--- config.mk ---
export PLATFORM = sky130hd
export DESIGN_NAME = mem_arbiter
export DESIGN_NICKNAME = d
export VERILOG_FILES = /design/src/rtl/mem_arbiter.sv
export SDC_FILE = /design/constraint.sdc
export NUM_CORES = 1
export LEC_CHECK = 0
export BUFFER_PORTS_ARGS = -buffer_cell sky130_fd_sc_hd__buf_2
export CORE_UTILIZATION = 25
export CTS_BUF_LIST = sky130_fd_sc_hd__clkbuf_8
export DETAILED_ROUTE_END_ITERATION = 12
export PLACE_DENSITY_LB_ADDON = 0.12
export REMOVE_ABC_BUFFERS = 1
export SYNTH_ARGS = -nofsm -noshare
export SYNTH_HDL_FRONTEND = slang
export SYNTH_SLANG_ARGS = --single-unit
--- constraint.sdc ---
create_clock -name clk -period 2.2 [get_ports clk]
set_input_delay 0.44 -clock clk [delete_from_list [all_inputs] [get_ports clk]]
set_output_delay 0.44 -clock clk [all_outputs]
set_load 0.005 [all_outputs]
--- src/rtl/mem_arbiter.sv ---
// mem_arbiter: two-port arbiter in front of a four-bank main memory.
// Port 0 is the instruction-cache controller, port 1 the data-cache controller.
// At most one request is issued per cycle, and only to an idle bank while the
// memory is not stalled. A MEM_LAT-deep shift register tracks in-flight reads,
// so each returned word is routed back to the port that issued the read.
// Build option: define ARB_FIXED_PRIO_EN to make port 1 win every tie.
// Without it, ties go round-robin on last_grant.
module mem_arbiter #(
    parameter int unsigned AW      = 16,
    parameter int unsigned DW      = 16,
    parameter int unsigned MEM_LAT = 2
) (
    input  logic          clk,
    input  logic          rst,

    input  logic          req0_rd,
    input  logic          req0_wr,
    input  logic [AW-1:0] req0_addr,
    input  logic [DW-1:0] req0_wdata,
    output logic          req0_ack,
    output logic          req0_rvalid,
    output logic [DW-1:0] req0_rdata,
    output logic          req0_err,

    input  logic          req1_rd,
    input  logic          req1_wr,
    input  logic [AW-1:0] req1_addr,
    input  logic [DW-1:0] req1_wdata,
    output logic          req1_ack,
    output logic          req1_rvalid,
    output logic [DW-1:0] req1_rdata,
    output logic          req1_err,

    output logic          mem_rd,
    output logic          mem_wr,
    output logic [AW-1:0] mem_addr,
    output logic [DW-1:0] mem_wdata,
    input  logic [DW-1:0] mem_rdata,
    input  logic [3:0]    mem_busy,
    input  logic          mem_stall
);

    typedef enum logic {
        ST_IDLE = 1'b0,
        ST_BUSY = 1'b1
    } state_t;

    state_t               state_q, state_d;
    logic                 last_grant_q, last_grant_d;
    logic [MEM_LAT-1:0]   slot_vld_q, slot_vld_d;
    logic [MEM_LAT-1:0]   slot_own_q, slot_own_d;

    logic                 inflight0, inflight1;
    logic                 elig0, elig1;
    logic                 grant, winner, tie_winner;
    logic                 win_rd, win_wr, win_illegal;
    logic [AW-1:0]        win_addr;
    logic [DW-1:0]        win_wdata;
    logic                 issue_rd;
    logic                 head_vld;

    // Per-port eligibility: a request, an idle target bank, no stall, and no read already outstanding.
    always_comb begin
        inflight0 = |(slot_vld_q & ~slot_own_q);
        inflight1 = |(slot_vld_q & slot_own_q);
        elig0 = rst && !mem_stall && (req0_rd || req0_wr)
                && !mem_busy[req0_addr[2:1]]
                && !(req0_rd && !req0_wr && inflight0);
        elig1 = rst && !mem_stall && (req1_rd || req1_wr)
                && !mem_busy[req1_addr[2:1]]
                && !(req1_rd && !req1_wr && inflight1);
    end

    // Winner selection: a lone eligible port wins; a tie goes to the configured priority.
    always_comb begin
`ifdef ARB_FIXED_PRIO_EN
        tie_winner = 1'b1;
`else
        tie_winner = ~last_grant_q;
`endif
        grant  = elig0 || elig1;
        winner = 1'b0;
        if (elig0 && elig1) begin
            winner = tie_winner;
        end else if (elig1) begin
            winner = 1'b1;
        end
        last_grant_d = grant ? winner : last_grant_q;
    end

    // Memory-side strobes and per-port ack/err. An illegal rd+wr request is acked but issues nothing.
    always_comb begin
        win_rd      = winner ? req1_rd    : req0_rd;
        win_wr      = winner ? req1_wr    : req0_wr;
        win_addr    = winner ? req1_addr  : req0_addr;
        win_wdata   = winner ? req1_wdata : req0_wdata;
        win_illegal = win_rd && win_wr;

        mem_rd    = grant && win_rd && !win_wr;
        mem_wr    = grant && win_wr && !win_rd;
        mem_addr  = grant ? win_addr  : '0;
        mem_wdata = grant ? win_wdata : '0;

        req0_ack  = grant && !winner;
        req1_ack  = grant && winner;
        req0_err  = req0_ack && win_illegal;
        req1_err  = req1_ack && win_illegal;
        issue_rd  = mem_rd;
    end

    // Return tracker shift and IDLE/BUSY next state. A new read enters the tail and the head retires.
    always_comb begin
        slot_vld_d = slot_vld_q >> 1;
        slot_own_d = slot_own_q >> 1;
        slot_vld_d[MEM_LAT-1] = issue_rd;
        slot_own_d[MEM_LAT-1] = issue_rd && winner;

        state_d = state_q;
        case (state_q)
            ST_IDLE: begin
                if (issue_rd) begin
                    state_d = ST_BUSY;
                end
            end
            ST_BUSY: begin
                if (!(|slot_vld_d)) begin
                    state_d = ST_IDLE;
                end
            end
            default: state_d = ST_IDLE;
        endcase
    end

    // Route the returning word to the owner of the head entry. rdata is zero when not valid.
    always_comb begin
        head_vld    = rst && (state_q == ST_BUSY) && slot_vld_q[0];
        req0_rvalid = head_vld && !slot_own_q[0];
        req1_rvalid = head_vld && slot_own_q[0];
        req0_rdata  = req0_rvalid ? mem_rdata : '0;
        req1_rdata  = req1_rvalid ? mem_rdata : '0;
    end

    // State registers. Reset discards in-flight returns and gives the first tie to port 0.
    always_ff @(posedge clk or negedge rst) begin
        if (!rst) begin
            state_q      <= ST_IDLE;
            last_grant_q <= 1'b1;
            slot_vld_q   <= '0;
            slot_own_q   <= '0;
        end else begin
            state_q      <= state_d;
            last_grant_q <= last_grant_d;
            slot_vld_q   <= slot_vld_d;
            slot_own_q   <= slot_own_d;
        end
    end

endmodule

# ---- Word level (Yosys, flattened, before mapping)
# Cells that the tools add are included.
dict set report totals {
  ff_bits 6
}
dict set report classes {
  muxes 17
  n_bitwise 5
  magnitude_cmp 2
  n_reduce_logical 43
}
# operator count
set op_table {}
lappend op_table {{$mux 16} 6}
lappend op_table {{$logic_and 1x1->1} 26}
lappend op_table {{$logic_not 1->1} 11}
lappend op_table {{$mux 1} 8}
lappend op_table {{$lt 2x3->1 const B} 2}
lappend op_table {{$reduce_or 2->1} 3}
lappend op_table {{$and 2x2->2} 2}
lappend op_table {{$bmux 1 s2} 2}
lappend op_table {{$logic_or 1x1->1} 3}
lappend op_table {{$not 1->1} 2}
lappend op_table {{$not 2->2} 1}
lappend op_table {{$pmux 1 s2} 1}

# ---- Logic depth before layout (Yosys ltp)
# Gate-level depths: netlist of the first run.
dict set report depth {
  depth_word 14
  mapped_depth 6
  depth_no_buf 5
}

# ---- Worst setup path before layout of the first run
# No wires, ideal clock.
dict set report synth_path {
  path_kind {input -> output}
  startpoint {input port req0_addr[1]}
  endpoint {output port mem_wdata[10]}
  setup_slack_ns -0.187
  arrival_time_ns 1.947
  cell_stages 5
  t_required_ns 1.760
  n_path_buf 1
  path_cell_list {mux4_2 > or4_4 > nor2_8 > buf_6 > a22o_1}
}
dict set report synth_via {
  elab_chain_cells 9
  word_cells_on_any_way 10
}
# item line
set synth_lines {}
lappend synth_lines {{start: declaration} 18} ;# input logic [AW-1:0] req0_addr,
lappend synth_lines {{$bmux 1 s2 (*)} 67} ;# && !mem_busy[req0_addr[2:1]]
lappend synth_lines {{$mux 1 (not written as such) (*)} 67}
lappend synth_lines {{$logic_not 1->1 (*)} 67}
lappend synth_lines {{$logic_and 1x1->1 (*)} 67}
lappend synth_lines {{$logic_and 1x1->1 (*)} 68} ;# && !(req0_rd && !req0_wr && inflight0);
lappend synth_lines {{$logic_and 1x1->1} 83} ;# if (elig0 && elig1) begin
lappend synth_lines {{$mux 1} 83}
lappend synth_lines {{$mux 16} 96} ;# win_wdata = winner ? req1_wdata : req0_wdata;
lappend synth_lines {{$mux 16 (*)} 102} ;# mem_wdata = grant ? win_wdata : '0;
lappend synth_lines {{end: declaration} 37} ;# output logic [DW-1:0] mem_wdata,
# Mark *: on every way between the ends. The rest lies on a longest branch, timed or not. The select of a mux whose other input is x is not followed.

# ---- Worst setup path in the final report of the first run
dict set report layout_path {
  startpoint {input port req0_addr[1]}
  endpoint {output port mem_addr[2]}
}
dict set report layout_via {
  elab_chain_cells 9
  word_cells_on_any_way 10
}
# item line
set layout_lines {}
lappend layout_lines {{$bmux 1 s2 (*)} 67}
lappend layout_lines {{$mux 1 (not written as such) (*)} 67}
lappend layout_lines {{$logic_not 1->1 (*)} 67}
lappend layout_lines {{$logic_and 1x1->1 (*)} 67}
lappend layout_lines {{$logic_and 1x1->1 (*)} 68}
lappend layout_lines {{$logic_and 1x1->1} 83}
lappend layout_lines {{$mux 1} 83}
lappend layout_lines {{$mux 16} 95} ;# win_addr = winner ? req1_addr : req0_addr;
lappend layout_lines {{$mux 16 (*)} 101} ;# mem_addr = grant ? win_addr : '0;
lappend layout_lines {{end: declaration} 36} ;# output logic [AW-1:0] mem_addr,
# Marks and branches as above.

==> results of run 1 <==
-- metrics by stage --
stage          hold slack (ns)  setup slack (ns)  area, um^2  std cells  setup TNS (ns)
2_1_floorplan            0.144            -0.590         895        105          -20.61
3_3_place_gp             0.379            -0.430        1990        341          -14.93
3_5_place_dp             0.381            -0.445        1990        341          -15.38
4_1_cts                  0.147            -0.418        2140        351          -14.19
5_1_grt                  0.159            -0.422        2230        353          -14.68
6_report                 0.142            -0.363        2230        353          -12.25
-- worst max-delay path, stage by stage --
cell and delay, ns:
buf_8 0.07, mux4_2 0.51, or4_4 0.54, nor2_8 0.16
clkbuf_16 0.18, a22o_1 0.12, buf_2 0.11
-- worst paths after layout --
path | to | slack, ns | cells past startpoint
max | mem_addr[2] | -0.36 | 7
min | slot_vld_q[1]$_DFF_PN0_ | 0.14 | 2
max reg2reg | slot_vld_q[1]$_DFF_PN0_ | 0.38 | 9
min reg2reg | slot_vld_q[0]$_DFF_PN0_ | 0.48 | 1
max in group asynchronous | last_grant_q$_DFFE_PN1P_ | 1.85 | 2
min in group clk | slot_vld_q[0]$_DFF_PN0_ | 0.48 | 1
-- layout by cell type (no fill, tap or decap), types with 2 or more instances in the layout --
cell type  count
a21o_1         2
a22o_1        32
and2_1        32
buf_12         2
buf_2        157
buf_4         26
buf_6          8
clkbuf_16      2
clkbuf_8       3
dfrtp_1        5
inv_1          4
mux2i_1        2
nand2_1        3
nand3_1        2
nor2_1         2
nor3_2         2
-- cells in the mapped netlist (all sizes together), types with 2 or more instances --
library cell	number	area, um^2
dfrtp	5	125
nor2	3	27.5
mux2i	2	20.0
and3	2	12.5
a22o	32	280
nand2b	2	12.5
nor3b	2	15.0
clkbuf	2	7.51
and2	32	200
buf	6	48.8
a21o	2	15.0
inv	3	11.3
nand3	2	10.0
nor3	2	10.0
nand2	3	11.3
-- power breakdown --
group,switching [mW],internal (mW)
Clock,0.0481,0.120
Combinational,0.106,0.171
Sequential,0.0152,0.126
-- final cells by class --
cell class / instances / share of cell area, %
well taps: 48 / 2.70
repair buffers: 196 / 52.8
clock inverters: 1 / 0.169
flip-flops and latches: 6 / 6.80
inverters: 3 / 0.506
multi-input cells: 96 / 35.1
clock buffers: 3 / 1.85
-- cell families after synthesis --
| kind of cell | count (synthesis) |
|---|---|
| DFF | 6 |
| muxes | 3 |
| buffers and inverters | 11 |
| and+or+nand+nor | 52 |
| AOI/OAI and AO/OA | 41 |
-- state kept, by name, summed over array words and instances, names as in the netlist --
| name | flops |
|---|---|
| last_grant_q | 1 |
| slot_own_q | 2 |
| slot_vld_q | 2 |
| state_q | 1 |
-- layer usage --
metal | wire [um] | track usage (%) | part of all wire (%) | vias up
li1 | - | - | - | 815
met5 | 0 | 0 | 0 | -
met4 | 63 | 5.40 | 1.5 | 0
met2 | 2150 | 36.4 | 50 | 104
met3 | 375 | 3.99 | 8.8 | 6
met1 | 1690 | 21.1 | 39 | 746
-- timing repair --
item	4_1_cts	5_1_grt
pin swaps	5	6
hold endpoints to repair	0	0
setup endpoints to repair	38	39
gates resized for setup	12	6
buffers inserted	6	2
cloned	0	3
==> flow_summary.toml, run 1 <==
[clock_tree]
clk_latency_ns = 0.22
cts_max_level = 1
cts_sinks = 6
cts_max_path_buffers = 2
cts_tree = "built"
cts_inserted_buffers = 3
cts_root_buf = "clkbuf_8"
clk_pin_slew_ns = 0.04
hold_buffers = 0

[sta]
period_needed_ns = 2.56
rsz0062_at_grt = "yes"
period_share_pct = 116
slew_violations = 0
timing.final.ws_setup_ns = -0.363
fin_skew_ns = 0.00482
clock.fmax_mhz = 390
tightest_slew_ns = 0.470
slew_headroom_pct = 68.7
finalHoldViolations = 0
setup_viol = 38

[pwr]
peakVddDrop_mv = 0.194
powerDensity_nw_per_um2 = 263
fin_total_pwr_uw = 586
p_leak_nw = 1.38

[die]
io_pins = 163
die_area_um2 = 4050
rows = 22
start_util_pct = 26.0
fp.dieH_um = 63.7
coreArea_um2 = 3660
die_w_um = 63.7

[grt]
grt_first_pass_wirelength_mm = 6.27
grt_usage_pct = 19.2
grt_pass1_vias = 1442
overflow = 0
grt_max_degree = 34
antenna_found_initial = 0

[logic_synthesis]
synthMuxAreaShare_pct = 4.47
synth_compound_area_share_pct = 36.8
synth.avg_cell_area_um2 = 8.42
synth_ff_type = "dfrtp_1"
synth_edf_count = 0
synth_cell_type_count = 30
async_reset_ff_share_pct = 100
synth.yosys.seq_area_share_pct = 15.9
yosysWarnings = 0
synth_fa_ha_area_share_pct = 0
synth_top_family_by_area = "compound AO/OA/AOI/OAI gates"
synth_seq_cells = 6
synth-simple-area-share_pct = 35.7
postSynthCellCount = 113
netlist_area_um2 = 951
synth_xor_area_share_pct = 0

[critical_path]
setup.worst_path.start_class = "input port"
startpoint = "req0_addr[1]"
worstSetupPathType = "input port to output port"
cp.arrival_ns = 2.12
cp.required_ns = 1.76
r2r-start = "slot_own_q[1]$_DFF_PN0_"
end_kind = "output port"
crit_fanout = 12

[drt]
ant_nets = 0
dr.first_iter.drc_count = 20
dr.pass1.iters = 7
routedWlPerCell_um = 12.1
wl_mm = 4.29
vias_per_cell = 4.73
vias = 1671
drc_errors = 0

[cells_and_area]
regArea_um2 = 151
multi_input_area_um2 = 782
utilization_pct = 60.8
nets = 397
antennaDiodeCount = 0
drive_above_1_share_pct = 69.5
syn_to_final_growth_pct = 134
fillerInstances = 324

[placed_design]
dp_hpwl_mm = 3.27
routabilityCongestion = 0.763
io_buffers = 162

[worst_hold_path]
hp-class = "input port to async pin"

[flow_run]
max-cap-violations = 0

[outcome]
status = "finished with violations"
violations = "setup timing"
Power figures use the tool's default switching activity.
==> inputs of run 2 (changes only) <==
--- a/config.mk
+++ b/config.mk
@@ -6,9 +6,11 @@
 export NUM_CORES = 1
 export LEC_CHECK = 0
 export BUFFER_PORTS_ARGS = -buffer_cell sky130_fd_sc_hd__buf_2
-export CORE_UTILIZATION = 25
+export CAP_MARGIN = 20
+export CORE_AREA = 2 2 64 66
 export CTS_BUF_LIST = sky130_fd_sc_hd__clkbuf_8
 export DETAILED_ROUTE_END_ITERATION = 12
+export DIE_AREA = 0 0 66 68
 export PLACE_DENSITY_LB_ADDON = 0.12
 export REMOVE_ABC_BUFFERS = 1
 export SYNTH_ARGS = -nofsm -noshare
==> constraint.sdc (replaced) <==
create_clock -name clk -period 2.8 [get_ports clk]
set_input_delay 0.56 -clock clk [delete_from_list [all_inputs] [get_ports clk]]
set_output_delay 0.56 -clock clk [all_outputs]
set_load 0.005 [all_outputs]
==> flow_summary.toml, run 2 (synthesis results as in run 1) <==
[placed_design]
place_area_um2 = 1910
routabilityCongestion = 0.840
dp_hpwl_mm = 3.39
io_buffers = 162
dpl.cell_count = 330

[grt]
grt_use_met2_pct = 29.7
grt_use_met3_pct = 1.97
use_met1_pct = 19.0
overflow = 0
antenna_found_initial = 0
grt_usage_pct = 15.8
grt_most_used_layer = "met2"
grt_max_degree = 36
grt_pass1_vias = 1306
grt_first_pass_wirelength_mm = 5.66

[pwr]
p_switching_uw = 131
p_int_uw = 307
combPwrFrac_pct = 43.6
fin_total_pwr_uw = 437
netSwitchingFraction_pct = 29.9
pwr-share-clk_pct = 31.4
p_leak_nw = 1.25
power_frac_seq_pct = 25.0
powerDensity_nw_per_um2 = 220
peakVddDrop_mv = 0.153

[sta]
setup_viol = 34
rsz0062_at_grt = "yes"
slew_violations = 0
finalHoldViolations = 0
clock.fmax_mhz = 350
period_share_pct = 102
fin_skew_ns = 0.00599
slew_headroom_pct = 67.8
timing.final.ws_setup_ns = -0.0608
tightest_slew_ns = 0.482
setup_tns_ns = -0.889
period_needed_ns = 2.86

[cells_and_area]
nets = 376
drive_above_1_share_pct = 65.1
regArea_um2 = 151
top_regs = "slot_own_q: 2 flops, slot_vld_q: 2 flops"
final_cell_mix = "159 x buf_2, 32 x and2_1, 32 x a22o_1, 10 x buf_4, 5 x dfrtp_1"
stdcell_count = 334
multi_input_area_um2 = 753
syn_to_final_growth_pct = 109
fin_area_um2 = 1990
layout_commonest_cell = "buf_2"
fillerInstances = 372
antennaDiodeCount = 0

[critical_path]
cp_slowest_cell = "or4_4"
crit_buf_inv = 3
worstSetupPathType = "input port to output port"
end_kind = "output port"
max_stage_delay_ns = 0.58
crit_fanout = 16
crit_chain = "buf_6 > mux4_2 > or4_4 > nor2_8 > buf_12 > a22o_1 > buf_2"
cp.arrival_ns = 2.30
setup.worst_path.start_class = "input port"
critical_path.top_delay_family = "simple AND/OR/NAND/NOR gates"
cp.required_ns = 2.24
reg2reg_depth = 7
cp_num_cells = 7

[drt]
drc_errors = 0
dr.first_iter.drc_count = 21
vias_per_cell = 4.65
dr.pass1.iters = 4
ant_nets = 0
vias = 1552
wl_mm = 4.09
routedWlPerCell_um = 12.3

[clock_tree]
hold_buffers = 0
clk_latency_ns = 0.22
cts_inserted_buffers = 3
cts_max_level = 1
cts_tree = "built"
clk_pin_slew_ns = 0.04
cts_root_buf = "clkbuf_8"
cts_sinks = 6
cts_max_path_buffers = 2

[die]
start_util_pct = 24.7
coreArea_um2 = 3860
die_w_um = 66
io_pins = 163
rows = 23
fp.dieH_um = 68
die_area_um2 = 4490

[worst_hold_path]
hp-class = "input port to async pin"

[outcome]
violations = "setup timing"
status = "finished with violations"

[flow_run]
max-cap-violations = 0
-- run 2: area by class of cell --
type / count / share of cell area (%)
Sequential cell: 6 / 7.61
Tap cell: 50 / 3.15
Timing Repair Buffer: 175 / 48.5
Multi-Input combinational cell: 96 / 37.9
Inverter: 3 / 0.566
Clock buffer: 3 / 2.08
Clock inverter: 1 / 0.189
-- run 2: per-layer routing --
layer	wire length (um)	vias up
met1	1600	680
met2	2030	100
met4	38	0
met3	432	4
met5	0	-
li1	-	768
-- run 2: power groups by stage --
| stage | combinational [mW] | sequential (mW) | clock (mW) |
|---|---|---|---|
| 6_report | 0.190 | 0.109 | 0.137 |
| 3_5_place_dp | 0.185 | 0.110 | 0 |
| 5_1_grt | 0.211 | 0.110 | 0.145 |
| 3_3_place_gp | 0.186 | 0.110 | 0 |
| 2_1_floorplan | 0.0647 | 0.106 | 0 |
| 4_1_cts | 0.189 | 0.109 | 0.138 |
-- run 2: worst paths after layout --
kind | startpoint | to | slack [ns]
max | req0_addr[1] | mem_addr[9] | -0.06
min | rst | slot_vld_q[1]$_DFF_PN0_ | 0.26
max reg2reg | slot_own_q[0]$_DFF_PN0_ | state_q$_DFF_PN0_ | 0.99
min reg2reg | slot_own_q[1]$_DFF_PN0_ | slot_own_q[0]$_DFF_PN0_ | 0.43
max in group asynchronous | rst | last_grant_q$_DFFE_PN1P_ | 2.33
min in group clk | slot_own_q[1]$_DFF_PN0_ | slot_own_q[0]$_DFF_PN0_ | 0.43
-- run 2: through the flow --
step	hold slack, ns	util [%]	setup WS [ns]
floorplan	0.264	-	-0.230
global placement	0.417	49.5	-0.0694
detailed placement	0.415	49.5	-0.0826
CTS	0.260	51.2	-0.0468
global route	0.277	51.6	-0.107
finish	0.259	51.6	-0.0608
-- run 2: repair_timing --
action                                  4_1_cts  5_1_grt
resized for setup                             3        3
pin swaps                                     2        1
setup buffers                                 0        0
gates cloned                                  0        0
endpoints found under the setup margin       36       36
==> inputs of run 3 (changes only) <==
--- a/config.mk
+++ b/config.mk
@@ -7,10 +7,9 @@
 export LEC_CHECK = 0
 export BUFFER_PORTS_ARGS = -buffer_cell sky130_fd_sc_hd__buf_2
 export CAP_MARGIN = 20
-export CORE_AREA = 2 2 64 66
-export CTS_BUF_LIST = sky130_fd_sc_hd__clkbuf_8
+export CORE_AREA = 2 2 63 65
 export DETAILED_ROUTE_END_ITERATION = 12
-export DIE_AREA = 0 0 66 68
+export DIE_AREA = 0 0 65 67
 export PLACE_DENSITY_LB_ADDON = 0.12
 export REMOVE_ABC_BUFFERS = 1
 export SYNTH_ARGS = -nofsm -noshare
==> flow_summary.toml, run 3 (synthesis results as in run 1) <==
[sta]
fin_skew_ns = 0.00578
setup_viol = 29
finalHoldViolations = 0
period_needed_ns = 2.83
tightest_slew_ns = 0.417
slew_headroom_pct = 72.2
timing.final.ws_setup_ns = -0.0260
rsz0062_at_grt = "yes"
period_share_pct = 101
whs_ns = 0.259
slew_violations = 0
clock.fmax_mhz = 354

[die]
fp.dieH_um = 67
die_w_um = 65
start_util_pct = 26.4
rows = 22
coreArea_um2 = 3610
die_area_um2 = 4360
io_pins = 163

[drt]
vias = 1494
ant_nets = 0
vias_per_cell = 4.47
wl_mm = 4.22
drc_errors = 0
dr.pass1.iters = 4
routedWlPerCell_um = 12.6
dr.first_iter.drc_count = 54

[cells_and_area]
syn_to_final_growth_pct = 111
multi_input_area_um2 = 749
fillerInstances = 362
layout_commonest_cell = "buf_2"
nets = 377
regArea_um2 = 151
drive_above_1_share_pct = 65.6
stdcell_count = 334
top_regs = "slot_own_q: 2 flops, slot_vld_q: 2 flops"
final_cell_mix = "158 x buf_2, 32 x and2_1, 32 x a22o_1, 10 x buf_4, 5 x dfrtp_1"

[outcome]
violations = "setup timing"
status = "finished with violations"

[placed_design]
place_ws_ns = -0.0786
dp_hpwl_mm = 3.58
routabilityCongestion = 0.797
dpl.cell_count = 329
io_buffers = 162

[clock_tree]
cts_tree = "built"
cts_root_buf = "clkbuf_8"
clk_latency_ns = 0.22
cts_setup_buffers = 0
clk_pin_slew_ns = 0.04
cts_sinks = 6
cts_inserted_buffers = 3
hold_buffers = 0
cts_max_path_buffers = 2
cts_max_level = 1

[critical_path]
setup.worst_path.start_class = "input port"
cp.required_ns = 2.24
end_kind = "output port"
crit_fanout = 15
cp.arrival_ns = 2.27
worstSetupPathType = "input port to output port"

[grt]
grt_first_pass_wirelength_mm = 5.71
antenna_found_initial = 2
use_met1_pct = 18.9
grt_pass1_vias = 1252
grt_use_met2_pct = 29.5
overflow = 0
grt_use_met3_pct = 7.09
grt_max_degree = 33
grt_most_used_layer = "met2"
grt_usage_pct = 16.5

[pwr]
peakVddDrop_mv = 0.327
fin_total_pwr_uw = 435
p_leak_nw = 1.26
powerDensity_nw_per_um2 = 217

[flow_run]
max-cap-violations = 0

[worst_hold_path]
hp-class = "input port to async pin"
-- run 3: per-layer routing --
metal	part of all wire [%]	vias up	wire length (um)
met2	51	79	2150
met4	0.047	2	2
met5	0.31	-	13
met3	11	2	444
met1	38	639	1610
li1	-	772	-
-- run 3: final cells by class --
class                   instances  share of cell area [%]
clock buffers                   4                    2.25
inverters                       3                   0.561
diodes                          1                   0.125
flip-flops and latches          6                    7.55
well taps                      48                    2.99
repair buffers                176                    49.2
multi-input cells              96                    37.4
-- run 3: power breakdown --
| group | switching (mW) | internal (mW) | total [mW] |
|---|---|---|---|
| Sequential | 0.0101 | 0.0988 | 0.109 |
| Clock | 0.0375 | 0.0979 | 0.135 |
| Combinational | 0.0751 | 0.115 | 0.190 |
| Total | 0.123 | 0.312 | 0.435 |
-- run 3: path summary, 6_finish.rpt --
check | start | endpoint | slack, ns | cells past startpoint
min in group clk | slot_own_q[1]$_DFF_PN0_ | slot_own_q[0]$_DFF_PN0_ | 0.40 | 0
worst min-delay path | rst | state_q$_DFF_PN0_ | 0.26 | 2
worst min register to register | slot_own_q[1]$_DFF_PN0_ | slot_own_q[0]$_DFF_PN0_ | 0.40 | 0
worst max-delay path | req0_addr[1] | mem_wdata[10] | -0.03 | 7
max in group asynchronous | rst | last_grant_q$_DFFE_PN1P_ | 2.33 | 2
worst max register to register | slot_own_q[0]$_DFF_PN0_ | state_q$_DFF_PN0_ | 0.96 | 8
-- run 3: repair_timing --
action                     in CTS  in global routing
pin swaps                       1                  0
resized for setup               3                  5
setup endpoints to repair      34                 34
-- run 3: per-stage QoR --
stage / TNS, ns / utilization (%) / area, um^2
2_1_floorplan: -7.75 / - / 895
3_3_place_gp: -1.52 / 53.1 / 1920
6_report: -0.284 / 55.6 / 2010
3_5_place_dp: -2.04 / 53.1 / 1920
4_1_cts: -0.495 / 54.8 / 1980
5_1_grt: -2.79 / 55.6 / 2000
-- run 3: worst max-delay path, cell delays in order --
cell and delay [ns]:
buf_8 0.07, mux4_2 0.51, or4_4 0.57, nor2_8 0.15, buf_12 0.15, a22o_1 0.13, buf_2 0.11
